File: config.mk
export PLATFORM = sky130hd
export DESIGN_NAME = instruction_fetch_stage
export DESIGN_NICKNAME = d
export VERILOG_FILES = /design/src/rtl/fetch_pkg.sv /design/src/rtl/ifid_reg.sv /design/src/rtl/instruction_fetch_stage.sv
export SDC_FILE = /design/constraint.sdc
export NUM_CORES = 1
export LEC_CHECK = 0
export BUFFER_PORTS_ARGS = -buffer_cell sky130_fd_sc_hd__buf_2
export CORE_UTILIZATION = 57
export CTS_BUF_LIST = sky130_fd_sc_hd__clkbuf_16
export CTS_CLUSTER_DIAMETER = 200
export DETAILED_ROUTE_END_ITERATION = 10
export GPL_ROUTABILITY_DRIVEN = 0
export PLACE_DENSITY = 0.87
export SLEW_MARGIN = 5
export SYNTH_ARGS = -nofsm -noshare
export SYNTH_HDL_FRONTEND = slang
export SYNTH_SLANG_ARGS = --single-unit
File: constraint.sdc
create_clock -name clk -period 5.8 [get_ports clk]
set_input_delay 0.29 -clock clk [delete_from_list [all_inputs] [get_ports clk]]
set_output_delay 0.29 -clock clk [all_outputs]
set_load 0.03 [all_outputs]
File: src/rtl/fetch_pkg.sv
// Shared widths, NOP encoding and fetch FSM state type for the IF stage.
package fetch_pkg;

  localparam int unsigned PC_W   = 64;
  localparam int unsigned INST_W = 32;

  localparam logic [INST_W-1:0] NOP_INST = 32'h00000013;

  typedef enum logic {
    RUN  = 1'b0,
    DONE = 1'b1
  } fetch_state_t;

endpackage

File: src/rtl/ifid_reg.sv
// IF/ID pipeline register: bubble beats hold, hold beats capture.
module ifid_reg
  import fetch_pkg::*;
(
  input  logic              clk,
  input  logic              reset,
  input  logic              hold_i,
  input  logic              bubble_i,
  input  logic [PC_W-1:0]   pc_i,
  input  logic [INST_W-1:0] inst_i,
  output logic [PC_W-1:0]   pc_o,
  output logic [INST_W-1:0] inst_o,
  output logic              valid_o
);

  logic [PC_W-1:0]   pc_q, pc_d;
  logic [INST_W-1:0] inst_q, inst_d;
  logic              valid_q, valid_d;

  always_comb begin
    pc_d    = pc_i;
    inst_d  = inst_i;
    valid_d = 1'b1;
    if (bubble_i) begin
      pc_d    = '0;
      inst_d  = NOP_INST;
      valid_d = 1'b0;
    end else if (hold_i) begin
      pc_d    = pc_q;
      inst_d  = inst_q;
      valid_d = valid_q;
    end
  end

  always_ff @(posedge clk) begin
    if (reset) begin
      pc_q    <= '0;
      inst_q  <= NOP_INST;
      valid_q <= 1'b0;
    end else begin
      pc_q    <= pc_d;
      inst_q  <= inst_d;
      valid_q <= valid_d;
    end
  end

  assign pc_o    = pc_q;
  assign inst_o  = inst_q;
  assign valid_o = valid_q;

endmodule

File: src/rtl/instruction_fetch_stage.sv
// PC generation, RUN/DONE fetch FSM and IF/ID register for the RV64 pipeline.
// Optional FETCH_ALIGN_CHECK_EN: misaligned redirects set a sticky error and halt fetch.
module instruction_fetch_stage
  import fetch_pkg::*;
#(
  parameter logic [PC_W-1:0] PC_RESET       = 64'h0,
  parameter int unsigned     INST_MEM_BYTES = 112
) (
  input  logic              clk,
  input  logic              reset,
  input  logic              stall,
  input  logic              flush,
  input  logic              redirect_valid,
  input  logic [PC_W-1:0]   redirect_pc,
  output logic [PC_W-1:0]   inst_addr,
  input  logic [INST_W-1:0] inst_in,
  output logic [PC_W-1:0]   ifid_pc,
  output logic [INST_W-1:0] ifid_inst,
  output logic              ifid_valid,
  output logic              fetch_done,
  output logic              misalign_err
);

  localparam logic [PC_W:0] MEM_LIMIT = (PC_W + 1)'(INST_MEM_BYTES);

  // One extra bit so pc + 3 cannot wrap back into range.
  function automatic logic in_range(input logic [PC_W-1:0] addr);
    return ({1'b0, addr} + (PC_W + 1)'(3)) < MEM_LIMIT;
  endfunction

  fetch_state_t    state_q, state_d;
  logic [PC_W-1:0] pc_q, pc_d;
  logic            pc_ok;
  logic            fetch_idle;
  logic            redirect_bad;
  logic            ifid_hold;
  logic            ifid_bubble;

  assign pc_ok      = in_range(pc_q);
  assign fetch_idle = (state_q == DONE) || !pc_ok;

`ifdef FETCH_ALIGN_CHECK_EN
  logic misalign_q, misalign_d;

  assign redirect_bad = redirect_valid && (redirect_pc[1:0] != 2'b00);
  assign misalign_d   = misalign_q | redirect_bad;

  always_ff @(posedge clk) begin
    if (reset) misalign_q <= 1'b0;
    else       misalign_q <= misalign_d;
  end

  assign misalign_err = misalign_q;
`else
  assign redirect_bad = 1'b0;
  assign misalign_err = 1'b0;
`endif

  always_comb begin
    state_d     = state_q;
    pc_d        = pc_q;
    ifid_hold   = 1'b0;
    ifid_bubble = 1'b0;
    if (redirect_valid) begin
      ifid_bubble = 1'b1;
      if (redirect_bad) begin
        state_d = DONE;
      end else begin
        pc_d = redirect_pc;
        if (in_range(redirect_pc)) state_d = RUN;
      end
    end else begin
      // An out-of-range pc in RUN is never fetched; DONE follows one edge later.
      if (state_q == RUN && !pc_ok) state_d = DONE;
      if (stall)           ifid_hold   = 1'b1;
      else if (fetch_idle) ifid_bubble = 1'b1;
      else                 pc_d        = pc_q + PC_W'(4);
      if (flush) ifid_bubble = 1'b1;
    end
  end

  always_ff @(posedge clk) begin
    if (reset) begin
      state_q <= RUN;
      pc_q    <= PC_RESET;
    end else begin
      state_q <= state_d;
      pc_q    <= pc_d;
    end
  end

  assign inst_addr  = pc_q;
  assign fetch_done = (state_q == DONE);

  ifid_reg u_ifid_reg (
    .clk      (clk),
    .reset    (reset),
    .hold_i   (ifid_hold),
    .bubble_i (ifid_bubble),
    .pc_i     (pc_q),
    .inst_i   (inst_in),
    .pc_o     (ifid_pc),
    .inst_o   (ifid_inst),
    .valid_o  (ifid_valid)
  );

endmodule
### Word level (Yosys, flattened, before mapping)

Index checks and enable logic that the tools add are counted.
W data, S select, Z words.

| cells by class | value |
|---|---|
| bitwise logic cells | 1 |
| mux-type cells | 12 |
| reductions and logical operators | 7 |
| add/sub/neg operators | 3 |
| $lt $le $gt $ge | 2 |
| equal/unequal tests | 3 |

Operators by type and width:

| cell | number |
|---|---|
| $mux W64 | 3 |
| $add A64 B2 Y65 const B | 2 |
| $lt A65 B7 Y1 const B | 2 |
| $add A64 B3 Y64 const B | 1 |
| $mux W1 | 9 |
| $ne A2 B1 Y1 const B | 2 |
| $reduce_and A2 Y1 | 2 |
| $ne A2 B2 Y1 const B | 1 |
| $reduce_bool A2 Y1 | 1 |
| $reduce_or A2 Y1 | 1 |
| $logic_and A1 B1 Y1 | 1 |
| $logic_not A1 Y1 | 1 |
| $logic_or A1 B1 Y1 | 1 |
| $not A1 Y1 | 1 |

| word-level totals | value |
|---|---|
| output and inout port bits | 163 |
| input port bits | 101 |
| logic and storage cells | 33 |
| register bits after elaboration | 162 |

### Logic depth before layout (Yosys ltp)

Gate-level depths: netlist of the first run.

| logic depth | value |
|---|---|
| depth after elaboration | 9 |
| mapped depth | 15 |
| depth with buffers taken out | 10 |

### Modules after synthesis

A second synthesis of the first run with hierarchy kept.

| second synthesis, totals | value |
|---|---|
| cell total of the unflattened synthesis | 1088 |
| area total of the unflattened synthesis | 9161.3 um2 |

By module, submodules not included:

| module | sequential area each (um2) | instances | area an instance (um2) | cells each |
|---|---|---|---|---|
| instruction_fetch_stage | 1301.2 | 1 | 5679.2 | 773 |
| ifid_reg | 1941.9 | 1 | 3482.1 | 315 |

### Least setup slack after synthesis of the first run

OpenSTA, ideal clock, no wires.

| timing path | value |
|---|---|
| kind | register to register |
| start point | register pc_q[2] (netlist: inst_addr[2]) |
| end point | register pc_q[2] (netlist: inst_addr[2]) |
| required time | 5.709 ns |
| slack | 1.969 ns |
| library setup time | 0.091 ns |
| path buffers | 2 |
| data arrival time | 3.740 ns |
| stages on the path, launching flop included | 13 |
| clock period less this slack | 3.831 ns |
| cell sequence | dfxtp_1 ha_1 clkbuf_1 o2111a_1 nand4_1 or4_1 nor4_1 xor2_1 nor4b_1 nand4_2 buf_6 or4_1 a311oi_1 |

| between the ends | value |
|---|---|
| longest elaborated chain between the ends | 6 |
| elaborated cells on any way between the ends | 10 |
| those cells by class | 2 x add/sub; 1 x order compare; 1 x eq/ne; 3 x mux; 3 x reduce/logical |

RTL lines:

| what | RTL line | RTL |
|---|---|---|
| start: declaration | instruction_fetch_stage.sv:32 | `logic [PC_W-1:0] pc_q, pc_d;` |
| start signal: assignment | instruction_fetch_stage.sv:88 | `pc_q <= pc_d;` |
| $add A64 B2 Y65 | instruction_fetch_stage.sv:28 | `return ({1'b0, addr} + (PC_W + 1)'(3)) < MEM_LIMIT;` |
| $lt A65 B7 Y1 | instruction_fetch_stage.sv:28 |  |
| $logic_not A1 Y1 | instruction_fetch_stage.sv:40 | `assign fetch_idle = (state_q == DONE) \|\| !pc_ok;` |
| $logic_or A1 B1 Y1 | instruction_fetch_stage.sv:40 |  |
| $ne A2 B2 Y1 (no line) | n/a |  |
| $reduce_and A2 Y1 (no line) | n/a |  |

Parallel ways exist; a longest one is shown, timed or not. The select of a mux whose other input is x is not followed.
A chain may end at the register's enable or synchronous reset.

### Worst setup path in the final report of the first run

| timing path | value |
|---|---|
| start point | register pc_q[3] (netlist: inst_addr[3]) |
| end point | register u_ifid_reg.inst_q[0] (netlist: u_ifid_reg.inst_o[0]) |

| between the ends | value |
|---|---|
| longest elaborated chain between the ends | 9 |

RTL lines:

| what | RTL line | RTL |
|---|---|---|
| $add A64 B2 Y65 | instruction_fetch_stage.sv:28 |  |
| $lt A65 B7 Y1 | instruction_fetch_stage.sv:28 |  |
| $logic_not A1 Y1 | instruction_fetch_stage.sv:40 |  |
| $logic_or A1 B1 Y1 | instruction_fetch_stage.sv:40 |  |
| $mux W1 | instruction_fetch_stage.sv:76 | `else if (fetch_idle) ifid_bubble = 1'b1;` |
| $mux W1 | instruction_fetch_stage.sv:75 | `if (stall) ifid_hold = 1'b1;` |
| $mux W1 | instruction_fetch_stage.sv:78 | `if (flush) ifid_bubble = 1'b1;` |
| $mux W1 | instruction_fetch_stage.sv:64 | `if (redirect_valid) begin` |
| $reduce_or A2 Y1 (no line) | n/a |  |
| end signal: assignment | ifid_reg.sv:42 | `inst_q <= inst_d;` |
| end: declaration | ifid_reg.sv:17 | `logic [INST_W-1:0] inst_q, inst_d;` |

Every way passes these cells.

==> results of run 1 <==
-- stage by stage --
stage               setup slack, ns  total power, mW  area (µm²)
floorplan                      1.97             1.49        9010
global placement               1.55             1.62       10300
detailed placement             1.36             1.63       10300
CTS                            1.34             2.73       10800
global route                   1.04             2.82       10800
finish                         1.28             2.72       10800
-- Yosys cell counts, drive strengths merged, types with 3 or more instances --
master / instances / share of area
xnor2: 15 / 0.015
or4: 15 / 0.013
xor2: 14 / 0.014
nor4: 32 / 0.024
a211oi: 6 / 0.0050
o31a: 3 / 0.0029
a21oi: 17 / 0.0094
nand2b: 4 / 0.0028
mux2i: 153 / 0.17
or3: 17 / 0.012
and3: 21 / 0.015
o211ai: 8 / 0.0067
nand4: 56 / 0.042
a2111oi: 6 / 0.0067
nand3: 34 / 0.019
nand2: 47 / 0.020
a311oi: 5 / 0.0049
and4: 15 / 0.015
o21ai: 18 / 0.010
nor2: 111 / 0.046
nand4b: 5 / 0.0049
or2: 5 / 0.0035
nor4b: 4 / 0.0039
a31oi: 11 / 0.0076
buf: 24 / 0.017
nor2b: 3 / 0.0021
inv: 17 / 0.0071
o31ai: 7 / 0.0058
a41o: 3 / 0.0033
clkbuf: 66 / 0.028
mux2: 4 / 0.0050
nor3: 124 / 0.069
dfxtp: 162 / 0.36
o2111ai: 3 / 0.0029
and2: 4 / 0.0028
-- cell usage in the layout, fill, tap and decap left out, types with 15 or more instances in the layout --
| master | count |
|---|---|
| mux2i_1 | 153 |
| nor2_1 | 111 |
| dfxtp_1 | 162 |
| nor4_1 | 30 |
| nand3_1 | 33 |
| a21oi_1 | 17 |
| o21ai_0 | 18 |
| or3_1 | 15 |
| clkbuf_16 | 17 |
| nor3_1 | 124 |
| buf_2 | 261 |
| xnor2_1 | 15 |
| nand2_1 | 47 |
| nand4_1 | 53 |
| and3_1 | 21 |
| inv_1 | 17 |
-- sequential cells by signal, indices dropped and copies added (netlist names) --
signal and cells:
inst_addr 64, u_ifid_reg.pc_o 64, u_ifid_reg.inst_o 32, fetch_done 1, u_ifid_reg.valid_o 1
-- final timing paths --
path / start / to / slack (ns) / cells after the start
min reg2reg: u_ifid_reg.valid_o$_SDFFE_PP0N_ / u_ifid_reg.valid_o$_SDFFE_PP0N_ / 0.51 / 2
min: redirect_pc[0] / inst_addr[0]$_SDFFE_PP0P_ / 0.13 / 3
max: inst_addr[3]$_SDFFE_PP0P_ / u_ifid_reg.inst_o[0]$_SDFFE_PP1N_ / 1.28 / 10
max reg2reg: inst_addr[3]$_SDFFE_PP0P_ / u_ifid_reg.inst_o[0]$_SDFFE_PP1N_ / 1.28 / 10
-- routing by layer --
metal,vias up,GRT usage
met1,4498,0.448
li1,4374,-
met3,107,0.0851
met5,-,0
met4,0,0.129
met2,622,0.553
-- layout make-up --
type / count / area [µm²]
repair buffers: 267 / 1360
well taps: 211 / 264
fillers: 1226 / 4480
clock buffers: 17 / 425
inverters: 17 / 63.8
multi-input cells: 797 / 5320
clock inverters: 15 / 156
flip-flops and latches: 162 / 3240
-- power groups by stage --
stage	Sequential (mW)	Combinational [mW]	Clock, mW
finish	1.23	0.389	1.10
global route	1.23	0.417	1.17
CTS	1.23	0.385	1.12
detailed placement	1.25	0.382	0
global placement	1.25	0.376	0
floorplan	1.27	0.224	0
-- critical path, stage by stage (launching register included) --
cell and delay [ns]:
dfxtp_1 0.52, ha_1 0.37, o2111a_1 0.28, nand4_1 0.19, or4_1 0.60, nor4_1 0.41
xor2_1 0.12, nor4b_1 0.40, nand4_2 0.36, o21ba_4 0.63, or3_1 0.48
-- cell families (layout without fill, tap and decap cells) --
logic type                 after synthesis  in the layout
other                                    1              1
and+or+nand+nor                        504            504
adders and majority gates                1              1
DFF                                    162            162
AOI/OAI and AO/OA                      105            105
buffers and inverters                  107            316
xor gates and xnor gates                29             29
muxes                                  157            157
==> results by group, run 1 <==
Run status
  • Status: finished clean

Die
  • Die Area: 0.0163 mm²
  • Die Ht: 128 µm
  • Initial Util: 0.588
  • Core area: 0.0153 mm²
  • Top Ports: ~260
  • Horiz. Die Dim: ~130 µm
  • Rows: 45

Synth
  • Mapped cell area: 0.00901 mm²
  • Async set-reset flop share out of synthesis: 0
  • Synth Area in XOR/XNOR: 0.0282
  • Ys flop type: dfxtp_1
  • EDFF count, synth: 0
  • Synth Area in Simple Gates: 0.300
  • Warnings, synthesis: 0
  • Post-synthesis sequential area ratio: 0.360
  • Proportion of synthesized area in mux cells: 0.175
  • Post-Syn Area per Cell: between 8 and 9 µm²
  • Adder-cell share of the synthesized area: 0.00139
  • Largest family of logic cells by synthesized area: simple AND/OR/NAND/NOR gates
  • Synthesis-stage register bit count: 162
  • Post-Syn Instances: 1,066
  • Netlist cell types: 70
  • Mapped Nets: ~1,200
  • Synth Area in Compound Gates: 0.0830

Setup path
  • Max FO, Critical Path: 97
  • CP endpoint kind: flop
  • Worst setup path class: reg -> reg
  • Startpoint Class: flop
  • Worst path required time: 6.11 ns
  • CP Data Arrival Time: around 4.8 ns

Timing
  • Fmax achieved: about 220 MHz
  • Rel. slew slack: 0.199
  • Final Hold Vio Count: 0
  • Slew @ Worst Pin: 1.20 ns
  • Fin crit share: 0.779
  • Final setup viols: 0
  • RSZ-0062 raised after global routing: false
  • Setup_tns: 0 ns
  • Clk_skew: 0.00897 ns
  • Period minus WS final: 4.52 ns
  • Slew Limit Fails: 0
  • Hold Slack: approximately 0.13 ns

Job
  • Max Cap Violations: 0

Layout
  • Fin cells: 1,486
  • Area Overhead vs Synth: 20.2%
  • # diodes: 0
  • Finished Core Util: 0.707
  • Nets@finish: 1,364
  • Fraction of layout cells with a size suffix above 1: 0.253

Power
  • Internal: approximately 1.9 mW
  • Leak pwr: roughly 4.5 nW
  • Switching share of power: 0.313
  • Clock power share: 0.405
  • Peak VDD IR: 0.195 mV
  • Pwr Density: between 200 and 300 mW/mm²
  • Flop pwr share: 0.453
  • Psw: approximately 0.85 mW
  • Combinational power share: 0.143

CTS
  • CTS Buffer Depth: 2
  • Clock Pin Slew Worst Setup and Hold Paths: ~0.070 ns
  • Worst skew pair latency: ~0.43 ns
  • Num Clock Sinks: about 160
  • Root Driver: clkbuf_16
  • Post-CTS Setup Bufs: 0
  • CTS tree: built
  • Post-CTS Resized: 0
  • CTS H-tree depth: 4
  • Hold_buf cts: 0
  • TritonCTS buffer count: 17

Routing
  • Met3 WL: 3260 µm
  • DRT iter0 DRCs: 1,274
  • Routed wire length: around 29,000 µm
  • Per-cell routed wire length: 19.2 µm
  • Top layer in use: met4
  • Met1 WL: 11,300 µm
  • Routed vias: 9,601
  • Routed length on met2: 12,900 µm
  • DR pass1 iterations: 7
  • DRC Markers: 0
  • Routed Antenna Nets: 0
  • Via density per instance: 6.46

Placed design
  • HPWL after DPL: 20,500 µm
  • IO buf count: between 200 and 300
  • # placed instances: 1,454

GRT
  • Vias in the first global route: 8,718
  • Largest net degree at the start of global routing: 98
  • Initial antenna violation count: 0
  • Global-route wire length before repair: 44,700 µm
  • GRT overflow: 0
  • All-Layer GR Usage: 0.345

Min path
  • Hold crit path type: in -> reg
No activity file was read; power rests on OpenSTA's default activity.
==> run 2: changes to the inputs <==
Settings changed: CORE_UTILIZATION 57 to 53, PLACE_DENSITY 0.87 to 0.82.
Clock period 5.8 ns to 4.35 ns, I/O delays scaled along.
==> results by group, run 2 (synthesis results as in run 1) <==
Timing
  • Final setup viols: 0 (unchanged)
  • RSZ-0062 raised after global routing: false (unchanged)
  • Period minus WS final: 4.02 ns (was 4.52 ns)
  • Fin crit share: 0.925 (was 0.779)
  • Slew Limit Fails: 0 (unchanged)
  • Rel. slew slack: 0.273 (was 0.199)
  • Slew @ Worst Pin: 1.09 ns (was 1.20 ns)
  • Fmax achieved: 249 MHz (was 221 MHz)
  • Final Hold Vio Count: 0 (unchanged)
  • Setup_tns: 0 ns (unchanged)
  • Clk_skew: 0.0129 ns (was 0.00897 ns)
  • Setup ws final: 0.326 ns (was 1.28 ns)

Setup path
  • Worst path required time: 4.69 ns (was 6.11 ns)
  • CP Data Arrival Time: 4.36 ns (was 4.83 ns)
  • Max FO, Critical Path: 71 (was 97)
  • WP depth: 12 (was 10)
  • CP max stage cell: or4_1 (was o21ba_4)
  • Top delay family on crit path: simple AND/OR/NAND/NOR gates (unchanged)
  • Worst setup path class: reg -> reg (unchanged)
  • Worst path cell trace: ha_1 > o2111a_1 > nand4_1 > or4_1 > nor4_1 > xor2_1 > nor4b_1 > nand4_2 > buf_4 > o21ba_4 > buf_12 > nor3_1 (was ha_1 > o2111a_1 > nand4_1 > or4_1 > nor4_1 > xor2_1 > nor4b_1 > nand4_2 > o21ba_4 > or3_1)
  • CP endpoint kind: flop (unchanged)
  • Startpoint Class: flop (unchanged)
  • Critical Path Max Stage Delay: 0.65 ns (was 0.63 ns)
  • Worst Path Buf+Inv: 2 (was 0)
  • Reg2Reg Depth: 12 (was 10)

Routing
  • DRC Markers: 0 (unchanged)
  • DRT iter0 DRCs: 1,424 (was 1,274)
  • Via density per instance: 6.31 (was 6.46)
  • Routed Antenna Nets: 0 (unchanged)
  • DR pass1 iterations: 8 (was 7)
  • Routed wire length: 29,600 µm (was 28,500 µm)
  • Per-cell routed wire length: 19.4 µm (was 19.2 µm)
  • Routed vias: 9,609 (was 9,601)

CTS
  • TritonCTS buffer count: 17 (unchanged)
  • Post-CTS Resized: 0 (unchanged)
  • Root Driver: clkbuf_16 (unchanged)
  • CTS Buffer Depth: 2 (unchanged)
  • Clock Pin Slew Worst Setup and Hold Paths: 0.07 ns (about the same)
  • Num Clock Sinks: 162 (unchanged)
  • CTS tree: built (unchanged)
  • Worst skew pair latency: 0.44 ns (was 0.43 ns)
  • CTS H-tree depth: 4 (unchanged)

Placed design
  • IO buf count: 262 (unchanged)
  • # placed instances: 1,490 (was 1,454)
  • Pre-CTS WS: 0.358 ns (was 1.36 ns)
  • HPWL after DPL: 21,100 µm (was 20,500 µm)

GRT
  • Global-route wire length before repair: 46,700 µm (was 44,700 µm)
  • GRT overflow: 0 (unchanged)
  • Largest net degree at the start of global routing: 107 (was 98)
  • All-Layer GR Usage: 0.335 (was 0.345)
  • Vias in the first global route: 8,870 (was 8,718)
  • Initial antenna violation count: 0 (unchanged)

Die
  • Horiz. Die Dim: 132 µm (was 128 µm)
  • Initial Util: 0.543 (was 0.588)
  • Rows: 47 (was 45)
  • Core area: 0.0166 mm² (was 0.0153 mm²)
  • Die Ht: 132 µm (was 128 µm)
  • Die Area: 0.0175 mm² (was 0.0163 mm²)
  • Top Ports: 264 (unchanged)

Layout
  • Fill count: 1,384 (was 1,226)
  • Commonest non-fill, non-tap cells in the layout: buf_2, dfxtp_1, mux2i_1 (unchanged)
  • Fin cells: 1,524 (was 1,486)
  • Register area: 0.00324 mm² (unchanged)
  • # diodes: 0 (unchanged)
  • Nets@finish: 1,393 (was 1,364)
  • Fraction of layout cells with a size suffix above 1: 0.268 (was 0.253)
  • Area Overhead vs Synth: 23.1% (was 20.2%)
  • Commonest non-fill, non-tap cell in the layout: buf_2 (unchanged)
  • Area occupied by multi-input gates: 0.00532 mm² (unchanged)

Job
  • Max Cap Violations: 0 (unchanged)

Run status
  • Status: finished clean (unchanged)

Min path
  • Hold path cells: 3 (unchanged)
  • Hold crit path type: in -> reg (unchanged)

Power
  • Pwr Density: 335 mW/mm² (was 251 mW/mm²)
  • Peak VDD IR: 0.283 mV (was 0.195 mV)
  • Leak pwr: 4.67 nW (was 4.51 nW)
run 2: cell types whose count changed in the layout (fill, tap and decap cells not counted), sizes merged:
cell,before,now
buf,267,296
inv,28,24
bufinv,0,2
clkinvlp,0,2
run 2: timing repair:
action,4_1_cts,5_1_grt
setup buffers,0,2
hold endpoints to repair,0,0
hold buffers,0,0
endpoints found under the setup margin,0,7
run 2: path summary, 6_finish.rpt:
path / start / slack [ns] / to
setup / recovery: inst_addr[3]$_SDFFE_PP0P_ / 0.33 / u_ifid_reg.pc_o[61]$_SDFFE_PP0N_
hold / removal: redirect_pc[26] / 0.04 / inst_addr[26]$_SDFFE_PP0P_
setup reg to reg: inst_addr[3]$_SDFFE_PP0P_ / 0.33 / u_ifid_reg.pc_o[61]$_SDFFE_PP0N_
hold reg to reg: u_ifid_reg.valid_o$_SDFFE_PP0N_ / 0.51 / u_ifid_reg.valid_o$_SDFFE_PP0N_
run 2: layout make-up:
| class | instances | share of cell area |
|---|---|---|
| inverter | 17 | 0.00575 |
| timing repair buffer | 296 | 0.144 |
| tap | 220 | 0.0248 |
| clock inverter | 15 | 0.0157 |
| sequential | 162 | 0.292 |
| clock buffer | 17 | 0.0384 |
| multi-input combinational | 797 | 0.479 |
run 2: worst min-delay path: cells and delay by family:
family                 cells  cell delay, ns
muxes                      1            0.06
and+or+nand+nor            1            0.07
buffers and inverters      1            0.10
run 2: where the power goes:
group          leakage, nW  switching [mW]  internal (mW)  total [mW]
logic                 3.05           0.363          0.213       0.575
registers             1.32          0.0808           1.53        1.61
clock network        0.292           0.663          0.863        1.53
run 2: metrics by stage:
stage               hold WS (ns)  instance area (µm²)  total power [mW]   util
floorplan                  0.365                 9010              1.99      -
CTS                       0.0351                11100              3.71  0.668
detailed placement         0.493                10500              2.20  0.632
finish                    0.0444                11100              3.71  0.669
global route              0.0536                11100              3.83  0.669
global placement           0.479                10500              2.19  0.632
run 2: layer usage:
metal / GRT usage / up-vias / part of all wire
met3: 0.0696 / 126 / 0.10
met5: 0 / - / 0
met1: 0.443 / 4454 / 0.41
met2: 0.518 / 608 / 0.45
met4: 0.163 / 0 / 0.038
li1: - / 4421 / -
